[src/rtl/bcd_pkg.sv]
// Shared types and elaboration-time helpers for the BCD modulo counter.
// Digit type, digit limit, constant-to-BCD conversion and BCD validity check.
package bcd_pkg;

    typedef logic [3:0] bcd_digit_t;

    localparam bcd_digit_t BCD_MAX = 4'd9;

    // Five digits so that 10**4 itself is representable as a bound.
    function automatic logic [19:0] to_bcd(input int v);
        logic [19:0] res;
        int r;
        res = '0;
        r = v;
        for (int i = 0; i < 5; i++) begin
            res[4*i +: 4] = 4'(r % 10);
            r = r / 10;
        end
        return res;
    endfunction

    function automatic logic bcd_valid(input logic [15:0] vec);
        logic ok;
        ok = 1'b1;
        for (int i = 0; i < 4; i++) begin
            if (vec[4*i +: 4] > BCD_MAX) ok = 1'b0;
        end
        return ok;
    endfunction

endpackage

[src/rtl/bcd_digit.sv]
// One decade cell: next-value logic with ripple carry and borrow.
// wrap overrides counting and forces the digit to wrap_to.
module bcd_digit
    import bcd_pkg::*;
(
    input  bcd_digit_t q,
    input  logic       inc,
    input  logic       dec,
    input  logic       wrap,
    input  bcd_digit_t wrap_to,
    output bcd_digit_t next,
    output logic       carry,
    output logic       borrow
);

    assign carry  = inc & (q == BCD_MAX);
    assign borrow = dec & (q == 4'd0);

    always_comb begin
        next = q;
        if (wrap) begin
            next = wrap_to;
        end else if (inc) begin
            next = carry ? 4'd0 : q + 4'd1;
        end else if (dec) begin
            next = borrow ? BCD_MAX : q - 4'd1;
        end
    end

endmodule

[src/rtl/bcd_mod_counter.sv]
// Parametrised multi-digit BCD modulo-N counter with load, enable and cascade carry.
// Define BCD_UPDOWN_EN to add the up port and down counting.
module bcd_mod_counter
    import bcd_pkg::*;
#(
    parameter int DIGITS  = 2,
    parameter int MODULUS = 60
) (
    input  logic              clk,
    input  logic              clr,
    input  logic              load,
    input  logic              en,
`ifdef BCD_UPDOWN_EN
    input  logic              up,
`endif
    input  logic [4*DIGITS-1:0] d,
    output logic [4*DIGITS-1:0] q,
    output logic              co,
    output logic              err
);

    localparam int W = 4 * DIGITS;
    localparam int LIMIT = 10 ** DIGITS;
    localparam logic [19:0] MOD_BCD = to_bcd(MODULUS);
    localparam logic [19:0] TOP_BCD = to_bcd(MODULUS - 1);

    generate
        if (DIGITS < 1 || DIGITS > 4) begin : g_bad_digits
            $error("bcd_mod_counter: DIGITS must be 1..4");
        end
        if (MODULUS < 2 || MODULUS > LIMIT) begin : g_bad_mod
            $error("bcd_mod_counter: MODULUS must be 2..10**DIGITS");
        end
    endgenerate

    logic          dir_up;
    logic          terminal;
    logic          d_ok;
    logic [15:0]   dx;
    logic [W-1:0]  nxt;
    logic [DIGITS:0] ci;
    logic [DIGITS:0] bi;

`ifdef BCD_UPDOWN_EN
    assign dir_up = up;
`else
    assign dir_up = 1'b1;
`endif

    assign terminal = dir_up ? (q == TOP_BCD[W-1:0]) : (q == '0);
    assign co = en & ~clr & ~load & terminal;

    // Packed BCD orders like the number, so a plain compare is a range check.
    assign dx   = 16'(d);
    assign d_ok = bcd_valid(dx) && ({4'd0, dx} < MOD_BCD);

    assign ci[0] = dir_up;
    assign bi[0] = ~dir_up;

    generate
        for (genvar g = 0; g < DIGITS; g++) begin : g_dig
            bcd_digit u_dig (
                .q      (q[4*g +: 4]),
                .inc    (ci[g]),
                .dec    (bi[g]),
                .wrap   (terminal),
                .wrap_to(dir_up ? 4'd0 : TOP_BCD[4*g +: 4]),
                .next   (nxt[4*g +: 4]),
                .carry  (ci[g+1]),
                .borrow (bi[g+1])
            );
        end
    endgenerate

    always_ff @(posedge clk) begin
        if (clr) begin
            q   <= '0;
            err <= 1'b0;
        end else if (load) begin
            if (d_ok) begin
                q   <= d;
                err <= 1'b0;
            end else begin
                err <= 1'b1;
            end
        end else begin
            err <= 1'b0;
            if (en) q <= nxt;
        end
    end

endmodule

[config.mk]
export PLATFORM = sky130hd
export DESIGN_NAME = bcd_mod_counter
export DESIGN_NICKNAME = d
export VERILOG_FILES = /design/src/rtl/bcd_pkg.sv /design/src/rtl/bcd_digit.sv /design/src/rtl/bcd_mod_counter.sv
export SDC_FILE = /design/constraint.sdc
export NUM_CORES = 1
export LEC_CHECK = 0
export CORE_MARGIN = 1.5
export CORE_UTILIZATION = 40
export DETAILED_ROUTE_END_ITERATION = 7
export PLACE_DENSITY = 0.73
export SYNTH_ARGS = -nofsm -noshare
export SYNTH_HDL_FRONTEND = slang
export SYNTH_SLANG_ARGS = --single-unit
[constraint.sdc]
create_clock -name clk -period 2.6 [get_ports clk]
set_input_delay 0.39 -clock clk [delete_from_list [all_inputs] [get_ports clk]]
set_output_delay 0.39 -clock clk [all_outputs]
set_load 0.02 [all_outputs]
---- Yosys cells after proc, flatten, opt, wreduce, memory -nomap -nowiden ----
Cells that the tools add are included.
operators by class
  $add $sub $neg .......................... 2
  magnitude comparators ................... 3
  equality and inequality tests ........... 4
  muxes and demuxes ....................... 11
  bitwise gates (word level) .............. 6
  reductions and logical operators ........ 6
operators by type and width
  operator                                                                      count
  8-bit two-way mux                                                             3
  4-bit two-way mux                                                             5
  4-bit by 1-bit adder with 4-bit output, second input constant                 2
  4-bit equality test, second input constant                                    2
  8-bit by 7-bit equality test with 1-bit output, second input constant         1
  4-bit > comparator, second input constant                                     2
  8-bit by 7-bit less-than comparator with 1-bit output, second input constant  1
  1-bit AND                                                                     4
  1-bit two-way mux                                                             3
  3-bit AND reduction                                                           1
  3-bit nonzero test                                                            1
  2-bit by 1-bit != test with 1-bit output, second input constant               1
  1-bit NOT                                                                     2
  2-bit AND reduction                                                           1
  2-bit nonzero test                                                            1
  2-bit OR reduction                                                            1
  1-bit logical AND                                                             1
storage, ports and cells
  flip-flop bits (word level) ............. 9
  input port bits ......................... 12
  output and inout port bits .............. 10
  logic and storage cells ................. 35

---- Logic depth before layout (Yosys ltp) ----
Gate-level depths: netlist of the first run.
  depth after elaboration ................. 7
  mapped depth ............................ 6
  depth with buffers taken out ............ 6

---- By module ----
From an unflattened synthesis of the first run, not the netlist that was laid out.
unflattened totals
  cells, all modules ...................... 142
  area, all modules ....................... 1,127.3 um^2
modules (own cells, without submodules)
  module           times used  cells an instance  area each (um^2)  seq. area each (um^2)
  bcd_mod_counter  1           60                 564.3             180.2
  bcd_digit        2           41                 281.5             0.0

---- Worst setup path before layout of the first run ----
OpenSTA, ideal clock, no wires.
  path type ............................... flip-flop to output port
  start ................................... register q[0]
  end ..................................... output co
  arrival time ............................ 1.592 ns
  data required time ...................... 2.210 ns
  setup slack ............................. 0.618 ns
  cell stages (with the launch flop) ...... 5
  path buffers ............................ 0
  cell sequence ........................... dfxtp_1 -> ha_1 -> and4b_4 -> nand2b_1 -> nor3_1
between the ends
  longest elaborated chain between the ends .. 2
RTL lines
  item                                            line                   text
  from (decl)                                     bcd_mod_counter.sv:17  output logic [4*DIGITS-1:0] q,
  from (signal assigned)                          bcd_mod_counter.sv:88  if (en) q <= nxt;
  8-bit by 7-bit equality test with 1-bit output  bcd_mod_counter.sv:50  assign terminal = dir_up ? (q == TOP_BCD[W-1:0]) : (q == '0);
  1-bit AND                                       bcd_mod_counter.sv:51  assign co = en & ~clr & ~load & terminal;
  to (decl)                                       bcd_mod_counter.sv:18  output logic co,
Every way passes these cells.

---- Worst setup path in the final report of the first run ----
Ends and elaborated chain as after synthesis.

==> results.cfg, run 1 <==
[layout]
n_antenna_cell = 0
areaGrowthSynthToFinish_pct = 40.2
drive_gt1_frac = 0.101
fin_nets = 116
n_fill_cell = 150
stdcell_area_um2 = 908

[detailed_routing]
drt_iter0_drc = 28
route.detailed.drc = 0
num_vias = 676
drt_wl_total_um = 1540
vias_per_cell = 5.88
firstDrtPassIters = 4
drtAntennaViolNets = 0
wl_per_cell_um = 13.4

[synth]
synth_top_area_share = 0.278
synth-edff-count = 0
synth.area.top_cells = dfxtp_1 (28%), a211oi_1 (8.1%), ha_1 (7.7%)
netlist_area_um2 = 648
yosysMostFrequentCell = dfxtp_1
synth_commonest_cells = dfxtp_1 (9), a211oi_1 (7), inv_1 (6)
synth.net_count = 91
netlist-cell-type-count = 33
ys.warnings.count = 0
synthCells = 75
synthArstFlopShare = 0
seq_area_frac_synth = 0.278
avgSynthCellArea_um2 = 8.64
synth_area_leader_cell = dfxtp_1
synth_top_flop_cell = dfxtp_1
ys_ff_latch = 9

[worst_setup_path]
worstPathArrival_ns = 1.70
ff2ff_setup_slack_ns = 0.98
worstSetupPathType = register to primary output
cp-start-kind = register
r2r-start = q[1]
timing.rr.end = q[5]
cp-end-kind = primary output
worstRegToRegCells = 6
cp.required_ns = 2.21
path_max_fanout = 6

[grt]
grt_max_degree = 21
grtUsageTotal = 0.188
antenna_found_initial = 0
overflow = 0
grt_pass1_wl_um = 2560
grt_pass1_vias = 607

[outcome]
status = complete, no violations

[sta]
worst_pin_slew_ns = 0.387
tns_ns = 0
fin_skew_ns = 0.00580
hold_violations = 0
setup_viol = 0
fmax_ghz = 0.478
slew_violations = 0
rsz0062_at_grt = no
period_needed_ns = 2.09
maxSlewHeadroom = 0.741
fin_crit_sh = 0.805

[flow_run]
maxCapViolCount = 0

[floorplanning]
die_area_um2 = 1870
io_pins = 22
die_w_um = 43.3
die_y_um = 43.3
core-area_um2 = 1510
start_util = 0.430
row_count = 14

[pwr]
p_leak_nw = 0.334
powerDensity_nw_per_um2 = 405
ir_drop_v = 0.000268

[worst_hold_path]
holdPathEnd = q[0]
hold_path_depth = 2
hold_start = q[0]
hold_class = register to register

[clock_tree]
cts_setup_buffers = 0
cts_buffer_depth = 2
cts-buffers-inserted = 3
cts_hold_buf = 0
clkLatencyLatePin_ns = 0.28
cts_root_buf = clkbuf_4
tritoncts = yes
clk_pin_slew_worst_paths_ns = 0.07
h-tree-depth = 1
clock-sinks = 9
cts_resized = 0

[place]
gp_congestion = 0.787
dpl.hpwl_um = 1150
place_area_um2 = 880
io_buffers = 21
==> cell usage in the layout (no fill, tap or decap) <==
| cell type | n |
|---|---|
| clkdlybuf4s50_1 | 20 |
| dfxtp_1 | 9 |
| a211oi_1 | 7 |
| inv_1 | 6 |
| nand2b_1 | 4 |
| a21oi_1 | 4 |
| nand3_1 | 4 |
| nor2_1 | 4 |
| ha_1 | 4 |
| nor3_1 | 3 |
| nand2_1 | 3 |
| clkbuf_4 | 3 |
| nor2b_1 | 2 |
| a222oi_1 | 2 |
| nand3b_1 | 2 |
| buf_4 | 2 |
| and4b_4 | 1 |
| o21ai_1 | 1 |
| a31oi_2 | 1 |
| and3b_1 | 1 |
| and2_1 | 1 |
| xor2_1 | 1 |
| a2111oi_4 | 1 |
| a21oi_2 | 1 |
| a22oi_1 | 1 |
| o32ai_2 | 1 |
| a2111oi_0 | 1 |
| a31oi_1 | 1 |
| xnor2_1 | 1 |
| nor3b_1 | 1 |
| o41ai_1 | 1 |
| a32oi_1 | 1 |
| or2_1 | 1 |
| o21ai_0 | 1 |
| clkbuf_1 | 1 |
| dlymetal6s2s_1 | 1 |
==> metal layers <==
layer / up-vias / track usage / wire [um]
li1: 333 / - / -
met1: 314 / 0.210 / 671
met3: 4 / 0.0596 / 118
met2: 25 / 0.296 / 712
met4: 0 / 0.133 / 35
met5: - / 0 / 0
==> where the power goes <==
part	switching [W]	total, W	internal, W
Combinational	0.0000451	0.0000934	0.0000482
Clock	0.0000592	0.000119	0.0000595
Sequential	0.00000987	0.000156	0.000146
==> final cells by class <==
cell class	instances	area, um2	area share
repair buffers	23	228	0.251
flip-flops and latches	9	180	0.198
well taps	16	20.0	0.0220
clock buffers	4	26.3	0.0289
inverters	6	22.5	0.0248
multi-input cells	57	432	0.475
==> stage by stage <==
| stage | total power (W) | worst slack, ns | utilization | hold slack (ns) | cells |
|---|---|---|---|---|---|
| 2_1_floorplan | 0.000208 | 0.618 | - | 0.582 | 75 |
| 3_3_place_gp | 0.000251 | 0.434 | 0.584 | 0.514 | 111 |
| 3_5_place_dp | 0.000252 | 0.414 | 0.584 | 0.521 | 111 |
| 4_1_cts | 0.000369 | 0.107 | 0.601 | 0.535 | 115 |
| 5_1_grt | 0.000386 | 0.342 | 0.603 | 0.574 | 115 |
| 6_report | 0.000368 | 0.506 | 0.603 | 0.534 | 115 |
==> critical path: stages, from the launching register on <==
cell and delay, ns:
dfxtp_1 0.42, ha_1 0.24, and4b_4 0.28, nand2b_1 0.08, nor3_1 0.17, dlymetal6s2s_1 0.24
==> how the worst max path moves through the flow <==
| stage | to | start | slack, ns |
|---|---|---|---|
| after global routing | co | q[0] | 0.34 |
| final | co | q[0] | 0.51 |
| after floorplan | co | q[0] | 0.62 |
| after detailed placement | co | q[0] | 0.41 |
| after global placement | co | q[0] | 0.43 |
| after CTS | co | q[0] | 0.11 |
==> registers in the layout, summed over array words and instances, names as in the netlist <==
register and flops:
q 8, err 1
==> logic make-up (layout without fill, tap and decap cells) <==
logic type	Yosys count	in the layout	share of synthesized area
adder cells (fa/ha/maj)	4	4	0.0772
flip-flops	9	9	0.278
XOR/XNOR	2	2	0.0270
AO/OA/AOI/OAI	24	24	0.320
AND/OR/NAND/NOR	27	27	0.241
buffers and inverters	9	33	0.0560
Power figures use the tool's default switching activity.
==> inputs of run 2 (changes only) <==
Settings changed: CORE_UTILIZATION 40 to 39, PLACE_DENSITY 0.73 to 0.74.
Clock period 2.6 ns to 1.9 ns, I/O delays scaled along.
==> run 2 against run 1 <==
  * Sequential share of layout area shrank 2.1 points
  * Sequential power grew 31%
  * Flip-flop and latch count is the same
  * Largest power group unchanged
  * Register-to-register slack lost 0.71 ns
  * Combinational power grew 72%
  * Total power grew 41%
  * Worst setup slack lost 0.33 ns
==> results.cfg, run 2 (synthesis results as in run 1) <==
[clock_tree]
clk_pin_slew_worst_paths_ns = 0.06
cts-buffers-inserted = 3
cts_root_buf = clkbuf_4
tritoncts = yes
h-tree-depth = 1
cts_hold_buf = 0
cts_buffer_depth = 2
cts_setup_buffers = 0
clkLatencyLatePin_ns = 0.27
clock-sinks = 9

[layout]
final_common_cell = clkdlybuf4s50_1
instances_no_fill = 129
top_register = q
mostFrequentLayoutCells = clkdlybuf4s50_1 (20), buf_4 (17), dfxtp_1 (9)
n_antenna_cell = 0
top_regs = q: 8 flops, err: 1 flops
areaGrowthSynthToFinish_pct = 56.8
stdcell_area_um2 = 1020
drive_gt1_frac = 0.239
multi_input_area_um2 = 439
largest_reg_flops = 8
n_fill_cell = 136
fin_nets = 130
seq_area_um2 = 180

[detailed_routing]
drt_wl_total_um = 1830
firstDrtPassIters = 5
wl_per_cell_um = 14.2
drt_iter0_drc = 19
num_vias = 736
vias_per_cell = 5.71
drtAntennaViolNets = 0
route.detailed.drc = 0

[pwr]
finalPower_w = 0.000519
p_leak_nw = 0.387
powerDensity_nw_per_um2 = 511
ir_drop_v = 0.000303

[worst_setup_path]
cp.required_ns = 1.62
worstPathArrival_ns = 1.44
worstSetupPathType = register to primary output
cp-end-kind = primary output
cp-start-kind = register
path_max_fanout = 2

[sta]
rsz0062_at_grt = no
worst_pin_slew_ns = 0.381
fmax_ghz = 0.581
hold_violations = 0
setup_viol = 0
period_needed_ns = 1.72
slew_violations = 0
fin_crit_sh = 0.906
hold-worst-slack_ns = 0.576
fin_skew_ns = 0.00314
maxSlewHeadroom = 0.745

[floorplanning]
row_count = 14
io_pins = 22
die_y_um = 43.8
core-area_um2 = 1520
start_util = 0.425
die_w_um = 43.8
die_area_um2 = 1920

[grt]
overflow = 0
antenna_found_initial = 0
grt_max_degree = 21
grt_pass1_wl_um = 3150
grt_pass1_vias = 729
grtUsageTotal = 0.217

[worst_hold_path]
hold_class = register to register

[place]
gp_congestion = 0.814
io_buffers = 21
placedCellCount = 125
place_area_um2 = 985
dpl.hpwl_um = 1410

[outcome]
status = complete, no violations

[flow_run]
maxCapViolCount = 0
-- run 2: cell types whose count changed in the layout (fill, tap and decap cells not counted) --
cell | before | now
ha_2 | 0 | 1
ha_1 | 4 | 3
dlymetal6s2s_1 | 1 | 0
nor3_2 | 0 | 1
buf_4 | 2 | 17
nor3_1 | 3 | 2
-- run 2: cell type report --
class | count | share of cell area
multi-input combinational | 57 | 0.432
timing repair buffer | 37 | 0.323
sequential | 9 | 0.177
clock buffer | 4 | 0.0259
inverter | 6 | 0.0222
tap | 16 | 0.0197
-- run 2: metrics by stage --
step	worst slack (ns)	TNS, ns	util
2_1_floorplan	0.0231	0	-
6_report	0.179	0	0.667
3_5_place_dp	-0.0476	-0.0667	0.646
4_1_cts	0.106	0	0.660
3_3_place_gp	-0.0319	-0.0319	0.646
5_1_grt	0.0819	0	0.667
-- run 2: worst max-delay path, cell delays in order, from the launching register on --
cell and delay (ns):
dfxtp_1 0.31, inv_1 0.08, ha_2 0.18, and4b_4 0.24, nand2b_1 0.10, nor3_2 0.11
buf_4 0.16
-- run 2: layer usage --
layer / GRT usage / wire (um) / up-vias
met3: 0.0292 / 113 / 7
met1: 0.244 / 718 / 337
met5: 0 / 0 / -
li1: - / - / 359
met4: 0.0909 / 39 / 0
met2: 0.403 / 959 / 33
-- run 2: path summary, 6_finish.rpt --
check | startpoint | to | slack [ns] | cells after the start
max | q[1] | co | 0.18 | 6
min | q[5] | q[5] | 0.58 | 3
max reg2reg | q[5] | q[6] | 0.27 | 7
min reg2reg | q[5] | q[5] | 0.58 | 3
-- run 2: power breakdown --
part           internal, W  switching, W  total, W  leakage (nW)
clock network    0.0000812     0.0000718  0.000153        0.0150
logic            0.0000846     0.0000760  0.000161         0.298
registers         0.000199    0.00000605  0.000205        0.0737
total             0.000365      0.000154  0.000519         0.387
-- run 2: what timing repair did --
action | CTS | global route
endpoints found under the setup margin | 1 | 1
pin swaps | 0 | 1
gates resized for setup | 5 | 3
